**config.mk**
```make
export PLATFORM = sky130hd
export DESIGN_NAME = xclk_transfer_scheduler
export DESIGN_NICKNAME = d
export VERILOG_FILES = /design/src/rtl/xclk_transfer_scheduler_pkg.sv /design/src/rtl/xclk_transfer_scheduler_rr_arbiter.sv /design/src/rtl/xclk_transfer_scheduler.sv
export SDC_FILE = /design/constraint.sdc
export NUM_CORES = 1
export LEC_CHECK = 0
export CORE_UTILIZATION = 50
export CTS_BUF_LIST = sky130_fd_sc_hd__clkbuf_16
export CTS_CLUSTER_DIAMETER = 60
export DETAILED_ROUTE_END_ITERATION = 8
export DONT_BUFFER_PORTS = 1
export SYNTH_ARGS = -nofsm -noshare
export SYNTH_HDL_FRONTEND = slang
export SYNTH_SLANG_ARGS = --single-unit
export TNS_END_PERCENT = 50
```
**constraint.sdc**
```tcl
create_clock -name clk -period 4.87 [get_ports clk]
set_clock_uncertainty 0.05 [all_clocks]
set_input_delay 0.487 -clock clk [delete_from_list [all_inputs] [get_ports clk]]
set_output_delay 0.487 -clock clk [all_outputs]
set_load 0.05 [all_outputs]
```
**src/rtl/xclk_transfer_scheduler_pkg.sv**
```systemverilog
// Shared definitions for the clk->mclk transfer scheduler: FSM state
// encodings and small constant-evaluation helpers used for sizing.
package xclk_transfer_scheduler_pkg;

  // FSM state encodings (kept as plain constants for legacy compatibility)
  localparam logic [1:0] XS_IDLE = 2'd0;
  localparam logic [1:0] XS_HOLD = 2'd1;
  localparam logic [1:0] XS_GAP  = 2'd2;

  typedef logic [1:0] xs_state_t;

  // Ceiling log2; returns 0 for values <= 1
  function automatic int clog2(input int value);
    int res;
    int v;
    res = 0;
    v   = value - 1;
    for (int i = 0; i < 32; i++) begin
      if (v > 0) begin
        res = res + 1;
        v   = v >>> 1;
      end else begin
        res = res;
      end
    end
    return res;
  endfunction

  // Larger of two integers
  function automatic int max2(input int a, input int b);
    return (a > b) ? a : b;
  endfunction

endpackage

```
**src/rtl/xclk_transfer_scheduler_rr_arbiter.sv**
```systemverilog
// Purely combinational round-robin arbiter. Searches for the first asserted
// request starting one position above ptr and wrapping, so the requester that
// won last time becomes lowest priority.
module xclk_transfer_scheduler_rr_arbiter #(
  parameter int N = 4
) (
  input  logic [N-1:0]         req,
  input  logic [$clog2(N)-1:0] ptr,
  output logic [N-1:0]         gnt,
  output logic [$clog2(N)-1:0] idx,
  output logic                 any
);

  localparam int IW = $clog2(N);

  logic [IW-1:0] pos_s;
  logic          hit_s;

  // Rotating priority search; only the first hit after ptr is recorded
  always_comb begin
    gnt   = '0;
    idx   = '0;
    any   = 1'b0;
    pos_s = '0;
    hit_s = 1'b0;
    for (int k = 1; k <= N; k++) begin
      pos_s      = IW'((int'(ptr) + k) % N);
      hit_s      = ~any & req[pos_s];
      gnt[pos_s] = gnt[pos_s] | hit_s;
      idx        = hit_s ? pos_s : idx;
      any        = any | hit_s;
    end
  end

endmodule

```
**src/rtl/xclk_transfer_scheduler.sv**
```systemverilog
// Time-shares one clk->mclk crossing channel between N_REQ requesters.
// A round-robin winner's word is captured, held on xfer_data with xfer_valid
// high for HOLD_CYCLES clocks, then a GAP_CYCLES idle gap follows so the
// slow side always sees a low phase between words. All outputs registered.
module xclk_transfer_scheduler
  import xclk_transfer_scheduler_pkg::*;
#(
  parameter int N_REQ       = 4,
  parameter int DATA_W      = 8,
  parameter int HOLD_CYCLES = 4,
  parameter int GAP_CYCLES  = 2
) (
  input  logic                     clk,
  input  logic                     rst_n,
  input  logic [N_REQ-1:0]         req,
  input  logic [N_REQ*DATA_W-1:0]  req_data,
  output logic [N_REQ-1:0]         grant,
  output logic [DATA_W-1:0]        xfer_data,
  output logic                     xfer_valid,
  output logic                     xfer_tgl,
  output logic [$clog2(N_REQ)-1:0] xfer_id,
  output logic                     done,
  output logic                     busy
);

  localparam int IW    = $clog2(N_REQ);
  localparam int CNT_W = clog2(max2(HOLD_CYCLES, GAP_CYCLES) + 1);

  // Reject parameter sets the timing scheme cannot honour
  if (N_REQ < 2) begin : g_bad_n_req
    $error("xclk_transfer_scheduler: N_REQ must be >= 2");
  end
  if (HOLD_CYCLES < 1) begin : g_bad_hold
    $error("xclk_transfer_scheduler: HOLD_CYCLES must be >= 1");
  end
  if (GAP_CYCLES < 1) begin : g_bad_gap
    $error("xclk_transfer_scheduler: GAP_CYCLES must be >= 1");
  end

  xs_state_t         state_r;
  logic [CNT_W-1:0]  cnt_r;
  logic [IW-1:0]     ptr_r;
  logic [N_REQ-1:0]  grant_r;
  logic [DATA_W-1:0] data_r;
  logic              valid_r;
  logic              tgl_r;
  logic [IW-1:0]     id_r;
  logic              done_r;
  logic              busy_r;

  logic [N_REQ-1:0]  arb_gnt_s;
  logic [IW-1:0]     arb_idx_s;
  logic              arb_any_s;
  logic [DATA_W-1:0] sel_data_s;

  xclk_transfer_scheduler_rr_arbiter #(
    .N (N_REQ)
  ) u_arb (
    .req (req),
    .ptr (ptr_r),
    .gnt (arb_gnt_s),
    .idx (arb_idx_s),
    .any (arb_any_s)
  );

  // One-hot mux of the winning requester's word
  always_comb begin
    sel_data_s = '0;
    for (int i = 0; i < N_REQ; i++) begin
      sel_data_s = arb_gnt_s[i] ? req_data[i*DATA_W +: DATA_W] : sel_data_s;
    end
  end

  // Transfer FSM: arbitrate in IDLE, hold the word, then enforce the gap
  always_ff @(posedge clk) begin
    if (!rst_n) begin
      state_r <= XS_IDLE;
      cnt_r   <= '0;
      ptr_r   <= IW'(N_REQ - 1);
      grant_r <= '0;
      data_r  <= '0;
      valid_r <= 1'b0;
      tgl_r   <= 1'b0;
      id_r    <= '0;
      done_r  <= 1'b0;
      busy_r  <= 1'b0;
    end else begin
      grant_r <= '0;
      done_r  <= 1'b0;
      case (state_r)
        XS_IDLE: begin
          if (arb_any_s) begin
            grant_r <= arb_gnt_s;
            data_r  <= sel_data_s;
            id_r    <= arb_idx_s;
            ptr_r   <= arb_idx_s;
            valid_r <= 1'b1;
            tgl_r   <= ~tgl_r;
            busy_r  <= 1'b1;
            cnt_r   <= CNT_W'(HOLD_CYCLES - 1);
            state_r <= XS_HOLD;
          end else begin
            state_r <= XS_IDLE;
          end
        end
        XS_HOLD: begin
          if (cnt_r == '0) begin
            valid_r <= 1'b0;
            done_r  <= 1'b1;
            cnt_r   <= CNT_W'(GAP_CYCLES - 1);
            state_r <= XS_GAP;
          end else begin
            cnt_r   <= cnt_r - CNT_W'(1);
          end
        end
        XS_GAP: begin
          if (cnt_r == '0) begin
            busy_r  <= 1'b0;
            state_r <= XS_IDLE;
          end else begin
            cnt_r   <= cnt_r - CNT_W'(1);
          end
        end
        default: begin
          valid_r <= 1'b0;
          busy_r  <= 1'b0;
          cnt_r   <= '0;
          state_r <= XS_IDLE;
        end
      endcase
    end
  end

  assign grant      = grant_r;
  assign xfer_data  = data_r;
  assign xfer_valid = valid_r;
  assign xfer_tgl   = tgl_r;
  assign xfer_id    = id_r;
  assign done       = done_r;
  assign busy       = busy_r;

endmodule

```
== Word-level counts from Yosys, hierarchy flattened ==
Cells that the tools add are included.
Operators by class
  add/sub/neg operators: 5
  magnitude comparators: 8
  eq/ne operators: 6
  mux-type cells: 48
  bitwise gates (word level): 17
  reductions and logical operators: 13
Operators by type and width (count)
  $mux 8: 4
  $bmux 1 s2: 8
  $mux 1: 16
  $bwmux 4: 3
  $lt 2x3->1 const B: 4
  $mux 2: 6
  $mux 3: 3
  $pmux 3 s3: 1
  $reduce_and 3->1: 3
  $demux 1 s2: 4
  $ge 2x1->1 const B: 4
  $ne 2x2->1 const B: 4
  $reduce_and 2->1: 4
  $or 1x1->1: 7
  $not 1->1: 6
  $pmux 1 s3: 2
  $pmux 2 s3: 1
  $add 2x1->2 const B: 2
  $add 2x2->2 const B: 2
  $and 4x4->4: 1
  $logic_and 1x1->1: 4
  $and 1x1->1: 3
  $logic_not 3->1: 1
  $sub 3x1->3 const B: 1
  other kinds (3): 3
Word-level totals
  register bits: 25
  input port bits: 38
  output and inout bits: 18

== Longest topological paths before layout ==
  depth after elaboration: 22
  mapped depth: 15
  depth with buffers taken out: 11

== Hierarchy ==
Synthesis repeated with hierarchy kept, for this count alone.
Second synthesis, totals
  cells, all modules: 255
  area total of the unflattened synthesis: 2028.2 um2
Modules (own cells, without submodules)
  xclk_transfer_scheduler: times used 1, cells each 158, area an instance 1244.9 um2, seq. area each 500.5 um2
  xclk_transfer_scheduler_rr_arbiter: times used 1, cells each 97, area an instance 783.3 um2, seq. area each 0.0 um2

== Least setup slack after synthesis ==
No wires, ideal clock.
  kind: register to register
  start: register ptr_r[0]
  end: register data_r[0], in the netlist xfer_data[0]
  data arrival time: 3.661 ns
  data required time: 4.686 ns
  path slack: 1.025 ns
  cell stages (with the launch flop): 15
  path buffers: 3
  path through: dfxtp_1 buf_2 inv_1 ha_1 buf_6 mux4_2 buf_6 or3b_4 o2111ai_4 nand4_2 a221o_1 a211oi_1 a2111oi_4 a2111oi_1 a211oi_1
On the way
  longest elaborated chain between the ends: 22
Ends and longest elaborated chain
  start, declared: line xclk_transfer_scheduler.sv:42  | logic [IW-1:0] ptr_r;
  start signal, assigned: line xclk_transfer_scheduler.sv:79  | ptr_r <= IW'(N_REQ - 1);
  start signal, assigned: line xclk_transfer_scheduler.sv:96  | ptr_r <= arb_idx_s;
  $add 2x1->2: line xclk_transfer_scheduler_rr_arbiter.sv:27  | pos_s = IW'((int'(ptr) + k) % N);
  $lt 2x3->1 (not written as such) / $ge 2x1->1 (equally long branches): line xclk_transfer_scheduler_rr_arbiter.sv:29  | gnt[pos_s] = gnt[pos_s] | hit_s;
  $logic_and 1x1->1 (not written as such): line xclk_transfer_scheduler_rr_arbiter.sv:29
  $mux 1 (not written as such): line xclk_transfer_scheduler_rr_arbiter.sv:29
  $demux 1 s2
  $and 4x4->4 (no line)
  $bmux 1 s2: line xclk_transfer_scheduler_rr_arbiter.sv:29
  $mux 1 (not written as such): line xclk_transfer_scheduler_rr_arbiter.sv:29
  [3 not listed]
  $mux 1 (not written as such): line xclk_transfer_scheduler_rr_arbiter.sv:29
  $or 1x1->1: line xclk_transfer_scheduler_rr_arbiter.sv:29
  $bwmux 4: line xclk_transfer_scheduler_rr_arbiter.sv:29
  $bmux 1 s2: line xclk_transfer_scheduler_rr_arbiter.sv:29
  $mux 1 (not written as such): line xclk_transfer_scheduler_rr_arbiter.sv:29
  $or 1x1->1: line xclk_transfer_scheduler_rr_arbiter.sv:29
  $bwmux 4: line xclk_transfer_scheduler_rr_arbiter.sv:29
  $mux 8 (4 in a row): line xclk_transfer_scheduler.sv:70  | sel_data_s = arb_gnt_s[i] ? req_data[i*DATA_W +: DATA_W] : sel_data_s;
  end signal, assigned: line xclk_transfer_scheduler.sv:94  | data_r <= sel_data_s;
  end, declared: line xclk_transfer_scheduler.sv:44  | logic [DATA_W-1:0] data_r;
Several ways; a longest one is shown, not always the timed one. The select of a mux whose other input is x is not followed.
A chain may end at the register's enable or synchronous reset.

== Final worst setup path ==
  start: register ptr_r[1]
  end: register data_r[0], in the netlist xfer_data[0]
Same word-level chain as after synthesis.

==> results.cfg <==
[worst_hold_path]
hold_path.startpoint = rst_n
hold_path_end = ptr_r[0]$_SDFFE_PN1P_
hold_depth = 1
min_path_type = in -> reg

[clock_tree]
htreeDepth = 1
holdBufCountCts = 0
cts-resized-gates = 0
cts_tree = yes
cts_made_buffers = 3
cts_root_buf = clkbuf_16
clockBufferDepth = 2
cts.clk_slew.worst_paths_ns = 0.07
cts.sinks = 25
clock_latency_ns = 0.26
cts_setup_buffers = 0

[setup_path]
cp_max_fo = 18
r2r_end = xfer_data[0]$_SDFFE_PN0P_
reg2reg_depth = 11
crit_required_ns = 4.99
end_kind = register
crit_type = reg -> reg
r2r-start = ptr_r[1]$_SDFFE_PN1P_
r2r_setup_slack_ns = 0.59
cp-start-kind = register
cp.arrival_ns = 4.40

[route]
final_antenna_net_count = 0
drc = 0
drt-wirelength-per-cell_um = 17.9
vias = 1865
firstDrtPassIters = 4
drt-initial-drc-count = 95
wl_um = 4930
avgViaCountPerCell = 6.76

[placement]
portBuffers = 0
dp_hpwl_um = 3590
place_area_um2 = 2010
gp_congestion = 0.827
place_ws_ns = 0.681

[synthesis]
synth_xor_area_share_pct = 0.431
netlist_top_cells_area = dfxtp_1 (25%), nor2_1 (7.0%), a21oi_1 (4.9%)
synth_area_um2 = 2030
synth_compound_area_share_pct = 32.0
synth_flop_cell = dfxtp_1
ys_warn_count = 0
synth_edf_count = 0
yosysSeqAreaShare_pct = 24.6
synth.most_common_cell = nor2_1
async_flop_share_pct = 0
syn_inst = 239
synth_top_cell_area_share_pct = 24.6
ys_ff_latch = 25
synth_common_cells = nor2_1 (38), dfxtp_1 (25), a21oi_1 (20)
ys_types = 59
syn_nets = 283
synth-simple-area-share_pct = 23.6
synth_top_family_by_area = compound AO/OA/AOI/OAI gates
synth_top_area_cell = dfxtp_1
syn_area_per_cell_um2 = 8.50
synthAdderAreaFrac_pct = 3.70
synth_mux_area_share_pct = 9.06

[floorplanning]
core_area_um2 = 3770
die_x_um = 65.7
placementRows = 22
die_area_um2 = 4320
fp.dieH_um = 65.7
ios = 56
initial_core_util_pct = 53.8

[timing]
max_freq_mhz = 233
final.min_clock_period_ns = 4.28
finalSetupViolCount = 0
fin_tns_setup_ns = 0
rsz0062_at_grt = false
hold_violations = 0
worstMarginPinSlew_ns = 0.550
slew_viol_final = 0
timing.final.ws_setup_ns = 0.586
slew_headroom_pct = 63.1
fin_worst_hold_slack_ns = 0.266
timing.final.crit_share_pct = 88.0

[job]
maxCapViolations = 0

[global_route]
grt_pass1_wl_um = 7820
grt_util_all_layers_pct = 23.0
overflow = 0
grt_max_degree = 25
antenna_found_initial = 0
grt_pass1_vias = 1711

[layout]
final_cell_area_um2 = 2100
layout.nets = 273
n_antenna_cell = 0
drive_gt1_share_pct = 11.8
syn_to_final_growth_pct = 3.27

[pwr]
powerDensity_nw_per_um2 = 910
vdd_ir_drop_max_v = 0.000344
static-leakage-power_uw = 0.000763

[outcome]
status = finished, final reports clean
[flip-flops by register name, indices dropped and copies added (netlist names)]
name,count
xfer_data,8
grant,4
cnt_r,3
ptr_r,2
state_r,2
xfer_id,2
busy,1
done,1
xfer_tgl,1
xfer_valid,1
[per-layer routing]
metal / vias to the layer above / global-route usage, % / routed length, um
met5: - / 0 / 0
met4: 0 / 6.79 / 18
met3: 2 / 5.73 / 396
met2: 64 / 38.4 / 2340
met1: 904 / 28.8 / 2180
li1: 895 / - / -
[final cells by class]
class,count,area (um^2)
clock buffer,3,75.1
clock inverter,1,7.51
fill,341,1670
inverter,11,41.3
multi-input combinational,186,1400
sequential,25,500
tap,48,60.1
timing repair buffer,2,15.0
[worst max path at each step]
stage / from / endpoint / cells after the start
2_1_floorplan: ptr_r[0]$_SDFFE_PN1P_ / xfer_data[0]$_SDFFE_PN0P_ / 14
3_3_place_gp: ptr_r[1]$_SDFFE_PN1P_ / xfer_data[7]$_SDFFE_PN0P_ / 11
3_5_place_dp: ptr_r[1]$_SDFFE_PN1P_ / xfer_data[6]$_SDFFE_PN0P_ / 11
4_1_cts: ptr_r[1]$_SDFFE_PN1P_ / xfer_data[7]$_SDFFE_PN0P_ / 11
5_1_grt: ptr_r[1]$_SDFFE_PN1P_ / xfer_data[6]$_SDFFE_PN0P_ / 11
6_report: ptr_r[1]$_SDFFE_PN1P_ / xfer_data[0]$_SDFFE_PN0P_ / 11
[critical path, cell delays in order, from the launching register on]
cell and delay [ns]:
dfxtp_1 0.57, inv_1 0.17, ha_1 0.49, mux4_2 0.50
mux2i_4 0.34, a2bb2oi_2 0.18, nor4b_2 0.38, a221oi_4 0.08
o31a_2 0.48, a2111oi_4 0.55, a2111oi_1 0.19, a211oi_1 0.20
[metrics by stage]
step           total power [uW]  instances  util [%]
2_1_floorplan              1560        239         -
6_report                   1910        276      55.6
3_3_place_gp               1690        272      53.4
3_5_place_dp               1720        272      53.4
4_1_cts                    1910        276      55.6
5_1_grt                    2050        276      55.6
[cell usage in the layout (no fill, tap or decap), types with 3 or more instances in the layout]
cell,netlist,final
a211o_1,3,3
dfxtp_1,25,25
o21ai_0,10,10
nor2_1,38,38
ha_1,6,6
clkbuf_16,0,3
a221oi_1,4,4
a31oi_1,3,3
and3_1,9,9
a311oi_1,3,3
nor4b_1,7,7
a211oi_1,11,11
inv_1,9,9
nor3_1,4,4
mux2i_1,3,3
nor2b_1,4,4
nand2_1,9,9
mux4_2,3,3
a21oi_1,20,20
a2111oi_1,8,8
[power breakdown]
group          switching (uW)  internal [uW]  total [uW]
Combinational             683            437        1120
Clock                    74.7            111         186
Sequential                301            300         601
Total                    1060            849        1910
[logic make-up after synthesis]
| family | after synthesis |
|---|---|
| XOR/XNOR | 1 |
| AND/OR/NAND/NOR | 88 |
| adder cells (fa/ha/maj) | 6 |
| buffers and inverters | 28 |
| AO/OA/AOI/OAI | 81 |
| flip-flops | 25 |
| multiplexers | 10 |
(Power assumes the default switching activity.)
